$ cat config.mk
export PLATFORM = sky130hd
export DESIGN_NAME = rep_seq
export DESIGN_NICKNAME = d
export VERILOG_FILES = /design/src/rtl/rep_seq_pkg.sv /design/src/rtl/rep_seq_addr_step.sv /design/src/rtl/rep_seq.sv
export SDC_FILE = /design/constraint.sdc
export NUM_CORES = 1
export LEC_CHECK = 0
export CORE_MARGIN = 8
export CORE_UTILIZATION = 30
export DETAILED_ROUTE_END_ITERATION = 10
export PLACE_DENSITY = 0.54
export SETUP_SLACK_MARGIN = 0.02
export SLEW_MARGIN = 40
export SYNTH_ARGS = -nofsm -noshare
export SYNTH_HDL_FRONTEND = slang
export SYNTH_SLANG_ARGS = --single-unit
$ cat constraint.sdc
create_clock -name clk -period 12.75 [get_ports clk]
set_clock_uncertainty 0.2 [all_clocks]
set_input_delay 1.275 -clock clk [delete_from_list [all_inputs] [get_ports clk]]
set_output_delay 1.275 -clock clk [all_outputs]
set_load 0.05 [all_outputs]
$ cat src/rtl/rep_seq_pkg.sv
// Shared encodings for the REP-string sequencer: element sizes, FSM states
// and the per-size address step.
package rep_seq_pkg;

  typedef enum logic [1:0] {
    OPSZ_B = 2'd0,
    OPSZ_W = 2'd1,
    OPSZ_D = 2'd2,
    OPSZ_Q = 2'd3
  } opsize_e;

  typedef enum logic {
    ST_IDLE = 1'b0,
    ST_ITER = 1'b1
  } state_e;

  function automatic logic [31:0] step_of(input logic [1:0] opsize);
    logic [31:0] step;
    case (opsize)
      OPSZ_B:  step = 32'd1;
      OPSZ_W:  step = 32'd2;
      OPSZ_D:  step = 32'd4;
      default: step = 32'd8;
    endcase
    return step;
  endfunction

endpackage

$ cat src/rtl/rep_seq_addr_step.sv
// Address stepper: optionally moves base by +/- element size and produces
// the last byte address of the element. All arithmetic wraps.
module rep_addr_step
  import rep_seq_pkg::*;
#(
  parameter int ADDR_W = 32
) (
  input  logic [ADDR_W-1:0] base,
  input  logic [1:0]        opsize,
  input  logic              df,
  input  logic              step_en,
  output logic [ADDR_W-1:0] addr,
  output logic [ADDR_W-1:0] addr_end
);

  logic [ADDR_W-1:0] step;

  always_comb begin
    step = ADDR_W'(step_of(opsize));
    if (!step_en)  addr = base;
    else if (df)   addr = base - step;
    else           addr = base + step;
    addr_end = addr + (step - ADDR_W'(1));
  end

endmodule

$ cat src/rtl/rep_seq.sv
// REP-string sequencer: expands REP ops into one micro-op per iteration for
// the memory stage, passes other ops through with one cycle of latency.
module rep_seq
  import rep_seq_pkg::*;
#(
  parameter int ADDR_W = 32
) (
  input  logic              clk,
  input  logic              clr,
  input  logic              valid_in,
  input  logic              is_rep_in,
  input  logic [ADDR_W-1:0] rep_num,
  input  logic [1:0]        opsize_in,
  input  logic              df_in,
  input  logic [ADDR_W-1:0] mem_addr1_in,
  input  logic [ADDR_W-1:0] mem_addr2_in,
  input  logic              stall_in,
  output logic              ready_out,
  output logic              valid_out,
  output logic              is_rep_out,
  output logic              nop_out,
  output logic              last_out,
  output logic [1:0]        opsize_out,
  output logic [ADDR_W-1:0] mem_addr1,
  output logic [ADDR_W-1:0] mem_addr2,
  output logic [ADDR_W-1:0] mem_addr1_end,
  output logic [ADDR_W-1:0] mem_addr2_end,
  output logic [ADDR_W-1:0] rep_cnt_out
);

  state_e            state_q, state_d;
  logic              valid_q, valid_d;
  logic              is_rep_q, is_rep_d;
  logic              nop_q, nop_d;
  logic              last_q, last_d;
  logic              df_q, df_d;
  logic [1:0]        opsize_q, opsize_d;
  logic [ADDR_W-1:0] addr1_q, addr1_d, addr2_q, addr2_d;
  logic [ADDR_W-1:0] end1_q, end1_d, end2_q, end2_d;
  logic [ADDR_W-1:0] cnt_q, cnt_d;

  logic              iter, accept;
  logic [1:0]        sz_sel;
  logic              df_sel;
  logic [ADDR_W-1:0] a1_base, a2_base, a1_nxt, a2_nxt, e1_nxt, e2_nxt;
  logic [ADDR_W-1:0] cnt_dec;

  assign iter      = (state_q == ST_ITER);
  assign ready_out = !iter && !stall_in && !(valid_q && !last_q);
  assign accept    = valid_in && ready_out;

  // While iterating the steppers walk the registered addresses; in IDLE
  // they pass the incoming op's addresses through unchanged.
  assign a1_base = iter ? addr1_q  : mem_addr1_in;
  assign a2_base = iter ? addr2_q  : mem_addr2_in;
  assign sz_sel  = iter ? opsize_q : opsize_in;
  assign df_sel  = iter ? df_q     : df_in;
  assign cnt_dec = cnt_q - ADDR_W'(1);

  rep_addr_step #(.ADDR_W(ADDR_W)) u_step1 (
    .base(a1_base), .opsize(sz_sel), .df(df_sel), .step_en(iter),
    .addr(a1_nxt), .addr_end(e1_nxt)
  );

  rep_addr_step #(.ADDR_W(ADDR_W)) u_step2 (
    .base(a2_base), .opsize(sz_sel), .df(df_sel), .step_en(iter),
    .addr(a2_nxt), .addr_end(e2_nxt)
  );

  always_comb begin
    state_d  = state_q;
    valid_d  = valid_q;
    is_rep_d = is_rep_q;
    nop_d    = nop_q;
    last_d   = last_q;
    df_d     = df_q;
    opsize_d = opsize_q;
    addr1_d  = addr1_q;
    addr2_d  = addr2_q;
    end1_d   = end1_q;
    end2_d   = end2_q;
    cnt_d    = cnt_q;
    if (!stall_in) begin
      valid_d = 1'b0;
      if (iter) begin
        valid_d = 1'b1;
        addr1_d = a1_nxt;
        addr2_d = a2_nxt;
        end1_d  = e1_nxt;
        end2_d  = e2_nxt;
        cnt_d   = cnt_dec;
        last_d  = (cnt_dec == '0);
        if (cnt_dec == '0) state_d = ST_IDLE;
      end else if (accept) begin
        valid_d  = 1'b1;
        is_rep_d = is_rep_in;
        nop_d    = is_rep_in && (rep_num == '0);
        df_d     = df_in;
        opsize_d = opsize_in;
        addr1_d  = a1_nxt;
        addr2_d  = a2_nxt;
        end1_d   = e1_nxt;
        end2_d   = e2_nxt;
        if (!is_rep_in) begin
          cnt_d  = rep_num;
          last_d = 1'b1;
        end else if (rep_num == '0) begin
          cnt_d  = '0;
          last_d = 1'b1;
        end else begin
          cnt_d  = rep_num - ADDR_W'(1);
          last_d = (rep_num == ADDR_W'(1));
          if (rep_num != ADDR_W'(1)) state_d = ST_ITER;
        end
      end
    end
  end

  always_ff @(posedge clk) begin
    if (clr) begin
      state_q  <= ST_IDLE;
      valid_q  <= 1'b0;
      is_rep_q <= 1'b0;
      nop_q    <= 1'b0;
      last_q   <= 1'b0;
      df_q     <= 1'b0;
      opsize_q <= '0;
      addr1_q  <= '0;
      addr2_q  <= '0;
      end1_q   <= '0;
      end2_q   <= '0;
      cnt_q    <= '0;
    end else begin
      state_q  <= state_d;
      valid_q  <= valid_d;
      is_rep_q <= is_rep_d;
      nop_q    <= nop_d;
      last_q   <= last_d;
      df_q     <= df_d;
      opsize_q <= opsize_d;
      addr1_q  <= addr1_d;
      addr2_q  <= addr2_d;
      end1_q   <= end1_d;
      end2_q   <= end2_d;
      cnt_q    <= cnt_d;
    end
  end

  assign valid_out     = valid_q;
  assign is_rep_out    = is_rep_q;
  assign nop_out       = nop_q;
  assign last_out      = last_q;
  assign opsize_out    = opsize_q;
  assign mem_addr1     = addr1_q;
  assign mem_addr2     = addr2_q;
  assign mem_addr1_end = end1_q;
  assign mem_addr2_end = end2_q;
  assign rep_cnt_out   = cnt_q;

endmodule

After elaboration in Yosys (flattened, before gate mapping) --
Cells that the tools add are included.
Operators by class: $mul 0, shifts and indexed selects 0, add/subtract/negate cells 9, reduce and logical (&&, ||, !) cells 15, mux-type cells 33, div/mod/pow operators 0, order comparisons 0, bitwise gates (word level) 2, eq/ne operators 4
Operator list (number):
- $mux W32 | 18
- $add A32 B32 Y32 | 3
- $sub A32 B1 Y32 const B | 3
- $logic_not A32 Y1 | 2
- $add A32 B4 Y32 | 1
- $eq A32 B1 Y1 const B | 1
- $ne A32 B1 Y1 const B | 1
- $sub A32 B32 Y32 | 1
- $sub A32 B4 Y32 | 1
- $mux W1 | 13
- $pmux W4 S3 | 1
- $logic_and A1 B1 Y1 | 5
- $logic_not A1 Y1 | 4
- $reduce_and A3 Y1 | 1
- $eq A2 B1 Y1 const B | 1
- $eq A2 B2 Y1 const B | 1
- $logic_not A2 Y1 | 1
- $mux W2 | 1
- $not A1 Y1 | 2
- $reduce_and A2 Y1 | 1
- $reduce_bool A2 Y1 | 1
Word-level totals: word-level logic and storage cells 75, memories kept 0, bits in latches 0, memory bits (writable) 0, input port bits 104, memory bits (read-only) 0, flip-flop bits (word level) 168

Depth between registers and ports, before layout --
Gate-level depths: netlist of run 1.
depth after elaboration 9, depth in mapped cells 31, gate-level depth less buffers 27

Cells and area by module --
Synthesis of run 1 repeated with hierarchy kept, for this count alone.
Second synthesis, totals: cells, all modules 2084, area, all modules 15741.3 µm²
By module, submodules not included:
- rep_seq | cells an instance 1070, area an instance 8399.3 µm², times used 1, seq. area each 3363.2 µm²
- rep_addr_step | cells an instance 507, area an instance 3671.0 µm², times used 2, seq. area each 0.0 µm²

Worst setup path after synthesis of run 1 --
OpenSTA, ideal clock, no wires.
path kind reg2reg, start register state_q (netlist: iter), end register end2_q[31] (netlist: mem_addr2_end[31]), arrival 6671 ps, data required time 12488 ps, library setup time 62 ps, cell stages (with the launch flop) 28, slack 5816 ps, cell sequence dfxtp_1 > buf_6 > buf_2 > buf_1 > clkbuf_1 > clkbuf_1 > buf_1 > mux2i_1 > ha_1 > inv_1 > fa_1 > a21oi_1 > a21oi_1 > a221o_1 > or4_1 > a31o_1 > a21oi_1 > xor2_1 > o21ai_1 > ha_1 > and3_1 > and4_1 > a31oi_1 > o2111ai_1 > a41o_1 > or4_1 > mux2_2 > nand3_1
Between the ends: longest elaborated chain between the ends 9, elaborated cells on any way between the ends 21
Ends and longest elaborated chain:
- start, declared | RTL line rep_seq.sv:31 | state_e state_q, state_d;
- start signal, assigned | RTL line rep_seq.sv:134 | state_q <= state_d;
- $mux W2 | RTL line rep_seq.sv:56 | assign sz_sel = iter ? opsize_q : opsize_in;
- $eq A2 B2 Y1 (tied with other cells) | RTL line rep_seq_pkg.sv:19 | case (opsize)
- $pmux W4 S3 | RTL line rep_seq_pkg.sv:19
- $add A32 B4 Y32 / $sub A32 B4 Y32 (equally long branches) | RTL line rep_seq_addr_step.sv:22, rep_seq_addr_step.sv:21
- $mux W32 | RTL line rep_seq_addr_step.sv:21 | else if (df) addr = base - step;
- $mux W32 (*) | RTL line rep_seq_addr_step.sv:20 | if (!step_en) addr = base;
- named net a2_nxt[12] | RTL line rep_seq.sv:45 | logic [ADDR_W-1:0] a1_base, a2_base, a1_nxt, a2_nxt, e1_nxt, e2_nxt;
- $add A32 B32 Y32 (*) | RTL line rep_seq_addr_step.sv:23 | addr_end = addr + (step - ADDR_W'(1));
- $mux W32 | RTL line rep_seq.sv:94 | end else if (accept) begin
- $mux W32 (*) | RTL line rep_seq.sv:85 | if (iter) begin
- end signal, assigned | RTL line rep_seq.sv:144 | end2_q <= end2_d;
- end, declared | RTL line rep_seq.sv:39 | logic [ADDR_W-1:0] end1_q, end1_d, end2_q, end2_d;
Mark *: on every way through the listed nets, which the timed path passes. The rest lies on a longest branch. The select of a mux whose other input is x is not followed. A chain may end at the register's enable or synchronous reset.

Worst setup path in the final report of run 1 --
start register state_q (netlist: iter), end register end1_q[31] (netlist: mem_addr1_end[31])
Between the ends: longest elaborated chain between the ends 9, elaborated cells on any way between the ends 21
Ends and longest elaborated chain:
- $mux W2 | RTL line rep_seq.sv:56
- $eq A2 B2 Y1 (tied with other cells) | RTL line rep_seq_pkg.sv:19
- $pmux W4 S3 | RTL line rep_seq_pkg.sv:19
- $add A32 B32 Y32 / $sub A32 B32 Y32 (equally long branches) | RTL line rep_seq_addr_step.sv:22, rep_seq_addr_step.sv:21
- $mux W32 | RTL line rep_seq_addr_step.sv:21
- $mux W32 (*) | RTL line rep_seq_addr_step.sv:20
- named net a1_nxt[16] | RTL line rep_seq.sv:45
- $add A32 B32 Y32 (*) | RTL line rep_seq_addr_step.sv:23
- $mux W32 | RTL line rep_seq.sv:94
- $mux W32 (*) | RTL line rep_seq.sv:85
- end signal, assigned | RTL line rep_seq.sv:143 | end1_q <= end1_d;
- end, declared | RTL line rep_seq.sv:39
Marks and branches as above.

==> results of run 1 <==
## sequential cells by signal, indices dropped and copies added, names as in the netlist
name,count
iter,1
nop_out,1
mem_addr2,32
mem_addr2_end,32
rep_cnt_out,32
last_out,1
mem_addr1,32
df_q,1
opsize_out,2
is_rep_out,1
mem_addr1_end,32
valid_out,1
## cell type report
class	instances	area, um2
Inverter	42	160
Clock buffer	19	443
Sequential cell	168	3370
Timing Repair Buffer	282	2850
Tap cell	680	851
Fill cell	5251	31500
Clock inverter	13	170
Antenna cell	2	5.00
Multi-Input combinational cell	1852	11700
## layer usage
| metal | wire length, um | part of all wire | vias up |
|---|---|---|---|
| li1 | - | - | 8091 |
| met1 | 27400 | 0.46 | 7795 |
| met2 | 28100 | 0.48 | 396 |
| met3 | 2490 | 0.042 | 62 |
| met4 | 1050 | 0.018 | 0 |
| met5 | 0 | 0 | - |
## worst max-delay path, cell delays in order, from the launching register on
cell and delay (ps):
dfxtp_4 850, buf_4 700, buf_4 520, mux2_2 390, ha_1 390, nand2_1 80, o32a_2 440, a211oi_1 500
a21oi_1 220, o21bai_1 190, xor2_1 210, a21o_1 200, ha_1 280, nand4_1 150, nor2_1 210, a21boi_1 270
o2111ai_1 270, a211oi_1 430, o31ai_1 200, or4_1 410, or3_1 310, nand3_1 70
## how the worst max path moves through the flow
stage	start	end	slack [ps]	cells after the start
floorplan	iter	mem_addr2_end[31]	5820	27
global placement	opsize_in[1]	mem_addr2_end[31]	4890	25
detailed placement	opsize_in[1]	mem_addr2_end[31]	4820	25
CTS	iter	mem_addr1_end[31]	5230	21
global route	iter	mem_addr1_end[31]	4790	21
finish	iter	mem_addr1_end[31]	5160	21
## Yosys cell counts (10+ instances only)
master      n  share of area
o31ai_1    10         0.0049
a221oi_1   16         0.0091
dfxtp_1   168           0.22
a211oi_1   24          0.012
nor4_1     20         0.0081
a31oi_1    26          0.011
mux2i_1    22          0.014
or3_1      13         0.0053
a22oi_1    15         0.0073
clkbuf_1   99          0.024
nand2_1   359          0.088
ha_1      126           0.10
mux2_2     24          0.018
xor2_1     44          0.025
nor2b_1    33          0.013
or4_1      12         0.0059
o21a_1     27          0.013
buf_1      10         0.0024
a21oi_1   194          0.063
nor2_1    188          0.046
a21o_1    106          0.052
nand3_1    40          0.013
o21bai_1   13         0.0063
nor3_1     73          0.024
xnor2_1    95          0.054
and2_1     13         0.0053
o21ai_0    97          0.032
nand4_1    17         0.0069
nor3b_1    13         0.0063
nand2b_1   25          0.010
and3_1     15         0.0061
inv_1      41          0.010
## power groups by stage
stage | combinational (mW) | clock, mW | sequential, mW
after floorplan | 0.595 | 0 | 0.720
after global placement | 0.982 | 0 | 0.612
after detailed placement | 0.986 | 0 | 0.612
after CTS | 0.993 | 0.600 | 0.600
after global routing | 1.10 | 0.616 | 0.606
final | 1.01 | 0.581 | 0.601
## cells by family after synthesis
kind of cell	Yosys count	share of synthesized area
AOI/OAI and AO/OA	621	0.264
xor gates and xnor gates	139	0.0792
adders and majority gates	131	0.108
buffers and inverters	155	0.0391
DFF	168	0.219
muxes	46	0.0319
other	1	0.000244
and+or+nand+nor	859	0.259
==> impl_metrics.csv, run 1 <==
group,metric,value,unit
run_status,status,"complete, no violations",
pwr,seqPwrFrac,0.274,
timing,worst_pin_slew,823,ps
pwr,clkPwrFrac,0.266,
global_route,global_route.usage.met3,0.0313,
timing,period_minus_slack,7590,ps
cts,post_cts_resized,0,
cts,cts_setup_buffers,0,
global_route,gr-usage-met1,0.248,
global_route,track_usage,0.193,
die,die_area,58800,um2
die,die_x,242,um
cts,numCtsBuffers,17,
critical_path,reg2reg_slack,5160,ps
die,core_area,51000,um2
layout,design_area,19500,um2
critical_path,cp_max_fo,70,
yosys,avgSynthCellArea,7.25,um2
critical_path,r2r-end,"mem_addr1_end[31]",
global_route,grt_pass1_wl,90.9,mm
die,placementRows,83,
critical_path,worstReg2RegStart,"iter",
pwr,combPwrFrac,0.460,
timing,hold_viol,0,
timing,setup_viol,0,
place,io_buffers,270,
hold_path,min_to,"mem_addr2_end[19]",
drt,vias,16300,
layout,area_growth,26.8,%
timing,slew_violations,0,
die,start_util,0.302,
global_route,grt-ovfl-total,0,
layout,final_common_cell,"nand2_1",
layout,drive_above_1_share,0.0434,
drt,drt_iter0_drc,1009,
cts,hold_buffers,0,
hold_path,min_path_type,"flip-flop to flip-flop",
global_route,grt_busiest_layer,"met2",
yosys,ys_seq_area_frac,0.219,
drt,finalWirelength,59.0,mm
drt,vias_per_cell,5.34,
timing,hold_ws,252,ps
critical_path,arrival,7840,ps
yosys,async_flop_share,0,
yosys,syn-cell-area,15400,um2
yosys,synth_cells,2120,
cts,h-tree-depth,4,
critical_path,critPathRequiredTime,13000,ps
yosys,synth_edf_count,0,
place,placed_area,18800,um2
cts,cts_tree,"done",
timing,timing.final.ws_setup,5160,ps
timing,fin_setup_tns,0,ps
timing,fin_crit_sh,0.595,
yosys,ys_ff_latch,168,
pwr,swShare,0.425,
place,place.gp.congestion,0.874,
yosys,ys_warn_count,0,
global_route,grt_max_degree,179,
place,place_hpwl,44.0,mm
layout,postLayoutCoreUtil,0.382,
cts,clk_latency,500,ps
cts,cts_root_buf,"clkbuf_16",
timing,grt_setup_unrepaired,"no",
flow_run,cap_violations,0,
die,io_pins,271,
pwr,switchingPower,0.929,mW
drt,firstDrtPassIters,6,
critical_path,reg2reg_depth,21,
critical_path,critPathKind,"flip-flop to flip-flop",
pwr,peakVddDrop,91.7,uV
layout,final_cell_mix,"359 x nand2_1, 269 x clkdlybuf4s50_1, 193 x a21oi_1",
critical_path,startpoint_type,"flip-flop",
hold_path,hold_depth,2,
pwr,p_leak,7.78,nW
layout,final_net_count,2596,
global_route,grt_pass1_vias,15700,
drt,wl_per_cell,19.3,um
global_route,antenna_found_initial,2,
critical_path,end_kind,"flip-flop",
place,preCtsSetupSlack,4820,ps
timing,slew-limit-headroom,0.450,
drt,drtAntennaViolNets,0,
yosys,ys.flop_type,"dfxtp_1",
die,die_height,242,um
cts,clk_pin_slew,80,ps
pwr,p_int,1.26,mW
drt,route.detailed.drc,0,
global_route,gr-usage-met2,0.328,
cts,clockBufferDepth,2,
pwr,power,2.19,mW
layout,instances_no_fill,3058,
hold_path,holdCritStartpoint,"mem_addr2_end[19]",
place,place_inst,3022,
yosys,ys_types,89,
pwr,cellPowerDensity,112,nW/um2
timing,max_freq,132,MHz
cts,cts_num_sinks,168,
Power figures use the tool's default switching activity.
==> inputs of run 2 (changes only) <==
==> constraint.sdc (replaced) <==
create_clock -name clk -period 7.5 [get_ports clk]
set_clock_uncertainty 0.2 [all_clocks]
set_input_delay 0.75 -clock clk [delete_from_list [all_inputs] [get_ports clk]]
set_output_delay 0.75 -clock clk [all_outputs]
set_load 0.05 [all_outputs]
==> impl_metrics.csv, run 2 (same netlist as run 1, synthesis figures left out) <==
group,metric,value,unit
cts,clk_latency,490,ps
global_route,grt_pass1_vias,15700,
hold_path,hold_depth,2,
die,start_util,0.302,
timing,hold_viol,0,
layout,final_cell_mix,"359 x nand2_1, 269 x clkdlybuf4s50_1, 193 x a21oi_1",
cts,h-tree-depth,4,
cts,cts_setup_buffers,0,
run_status,status,"complete, no violations",
drt,vias_per_cell,5.32,
layout,area_growth,27.0,%
critical_path,reg2reg_depth,24,
critical_path,slowest_delay,550,ps
drt,finalWirelength,58.5,mm
hold_path,holdCritStartpoint,"mem_addr2_end[26]",
pwr,peakVddDrop,148,uV
timing,grt_setup_unrepaired,"no",
place,place.gp.congestion,0.878,
timing,fin_crit_sh,0.883,
die,core_area,51000,um2
pwr,p_leak,7.80,nW
hold_path,min_to,"mem_addr2_end[26]",
critical_path,cp_slowest_cell,"or4_1",
critical_path,critPathRequiredTime,7720,ps
drt,firstDrtPassIters,7,
die,io_pins,271,
drt,wl_per_cell,19.1,um
timing,slew-limit-headroom,0.465,
cts,clk_pin_slew,70,ps
critical_path,r2r-end,"mem_addr2_end[31]",
drt,drtAntennaViolNets,0,
cts,cts_root_buf,"clkbuf_16",
cts,post_cts_resized,0,
critical_path,reg2reg_slack,970,ps
layout,final_common_cell,"nand2_1",
timing,worst_pin_slew,802,ps
global_route,grt_pass1_wl,90.6,mm
layout,diodes,0,
critical_path,end_kind,"flip-flop",
critical_path,worstReg2RegStart,"iter",
cts,hold_buffers,0,
cts,clockBufferDepth,2,
pwr,cellPowerDensity,190,nW/um2
place,place_hpwl,44.0,mm
flow_run,cap_violations,0,
die,die_x,242,um
timing,max_freq,151,MHz
die,die_area,58800,um2
timing,setup_viol,0,
drt,route.detailed.drc,0,
hold_path,min_path_type,"flip-flop to flip-flop",
die,placementRows,83,
drt,drt_iter0_drc,1159,
layout,drive_above_1_share,0.0446,
layout,postLayoutCoreUtil,0.383,
drt,vias,16300,
cts,cts_num_sinks,168,
global_route,grt-ovfl-total,0,
global_route,grt_max_degree,179,
critical_path,startpoint_type,"primary input",
timing,slew_violations,0,
global_route,track_usage,0.192,
critical_path,arrival,6840,ps
timing,fin_setup_tns,0,ps
place,io_buffers,270,
cts,cts_tree,"done",
timing,period_minus_slack,6620,ps
global_route,antenna_found_initial,0,
cts,numCtsBuffers,17,
die,die_height,242,um
critical_path,critPathKind,"primary input to flip-flop",
critical_path,cp_max_fo,5,
layout,final_net_count,2599,
-- run 2: cell types whose count changed in the layout (fill, tap and decap cells not counted), sizes merged --
cell	previous run	this run
inv	45	44
clkinvlp	3	2
diode	2	0
clkbuf	19	21
buf	13	16
-- run 2: layer usage --
layer | global-route usage | part of all wire | up-vias
li1 | - | - | 8082
met1 | 0.248 | 0.46 | 7756
met2 | 0.325 | 0.48 | 382
met3 | 0.0334 | 0.045 | 48
met4 | 0.0536 | 0.017 | 0
met5 | 0 | 0 | -
-- run 2: final cells by class --
class	instances	area, um2
Clock buffer	21	470
Clock inverter	11	143
Fill cell	5302	31500
Inverter	42	158
Multi-Input combinational cell	1852	11700
Sequential cell	168	3370
Tap cell	680	851
Timing Repair Buffer	285	2870
-- run 2: metrics by stage --
stage / worst slack, ps / power, mW / instance area (um2) / instances / hold WS [ps]
after floorplan: 566 / 2.23 / 15600 / 2175 / 361
after global placement: 505 / 2.72 / 18900 / 3026 / 244
after detailed placement: 424 / 2.72 / 18900 / 3026 / 243
after CTS: 937 / 3.73 / 19500 / 3058 / 256
after global routing: 551 / 3.94 / 19500 / 3059 / 268
final: 876 / 3.71 / 19500 / 3059 / 252
-- run 2: where the power goes --
part / total [mW] / switching (mW) / internal [mW]
clock network: 0.976 / 0.426 / 0.549
logic: 1.72 / 1.07 / 0.654
registers: 1.02 / 0.0637 / 0.953
-- run 2: how the worst max path moves through the flow --
stage	from	to	slack (ps)	depth (start not counted)
6_report	opsize_in[1]	mem_addr2_end[31]	880	25
5_1_grt	opsize_in[1]	mem_addr2_end[31]	550	25
4_1_cts	opsize_in[1]	mem_addr2_end[31]	940	25
2_1_floorplan	iter	mem_addr2_end[31]	570	27
3_3_place_gp	opsize_in[1]	mem_addr2_end[31]	500	25
3_5_place_dp	opsize_in[1]	mem_addr2_end[31]	420	25
-- run 2: worst max-delay path, delay by kind of cell --
| kind | cells | cell delay (ps) |
|---|---|---|
| fa+ha+maj | 3 | 990 |
| simple gates | 6 | 1570 |
| mux | 2 | 610 |
| buf+inv | 4 | 760 |
| compound gates | 9 | 1980 |
| xor+xnor | 1 | 170 |
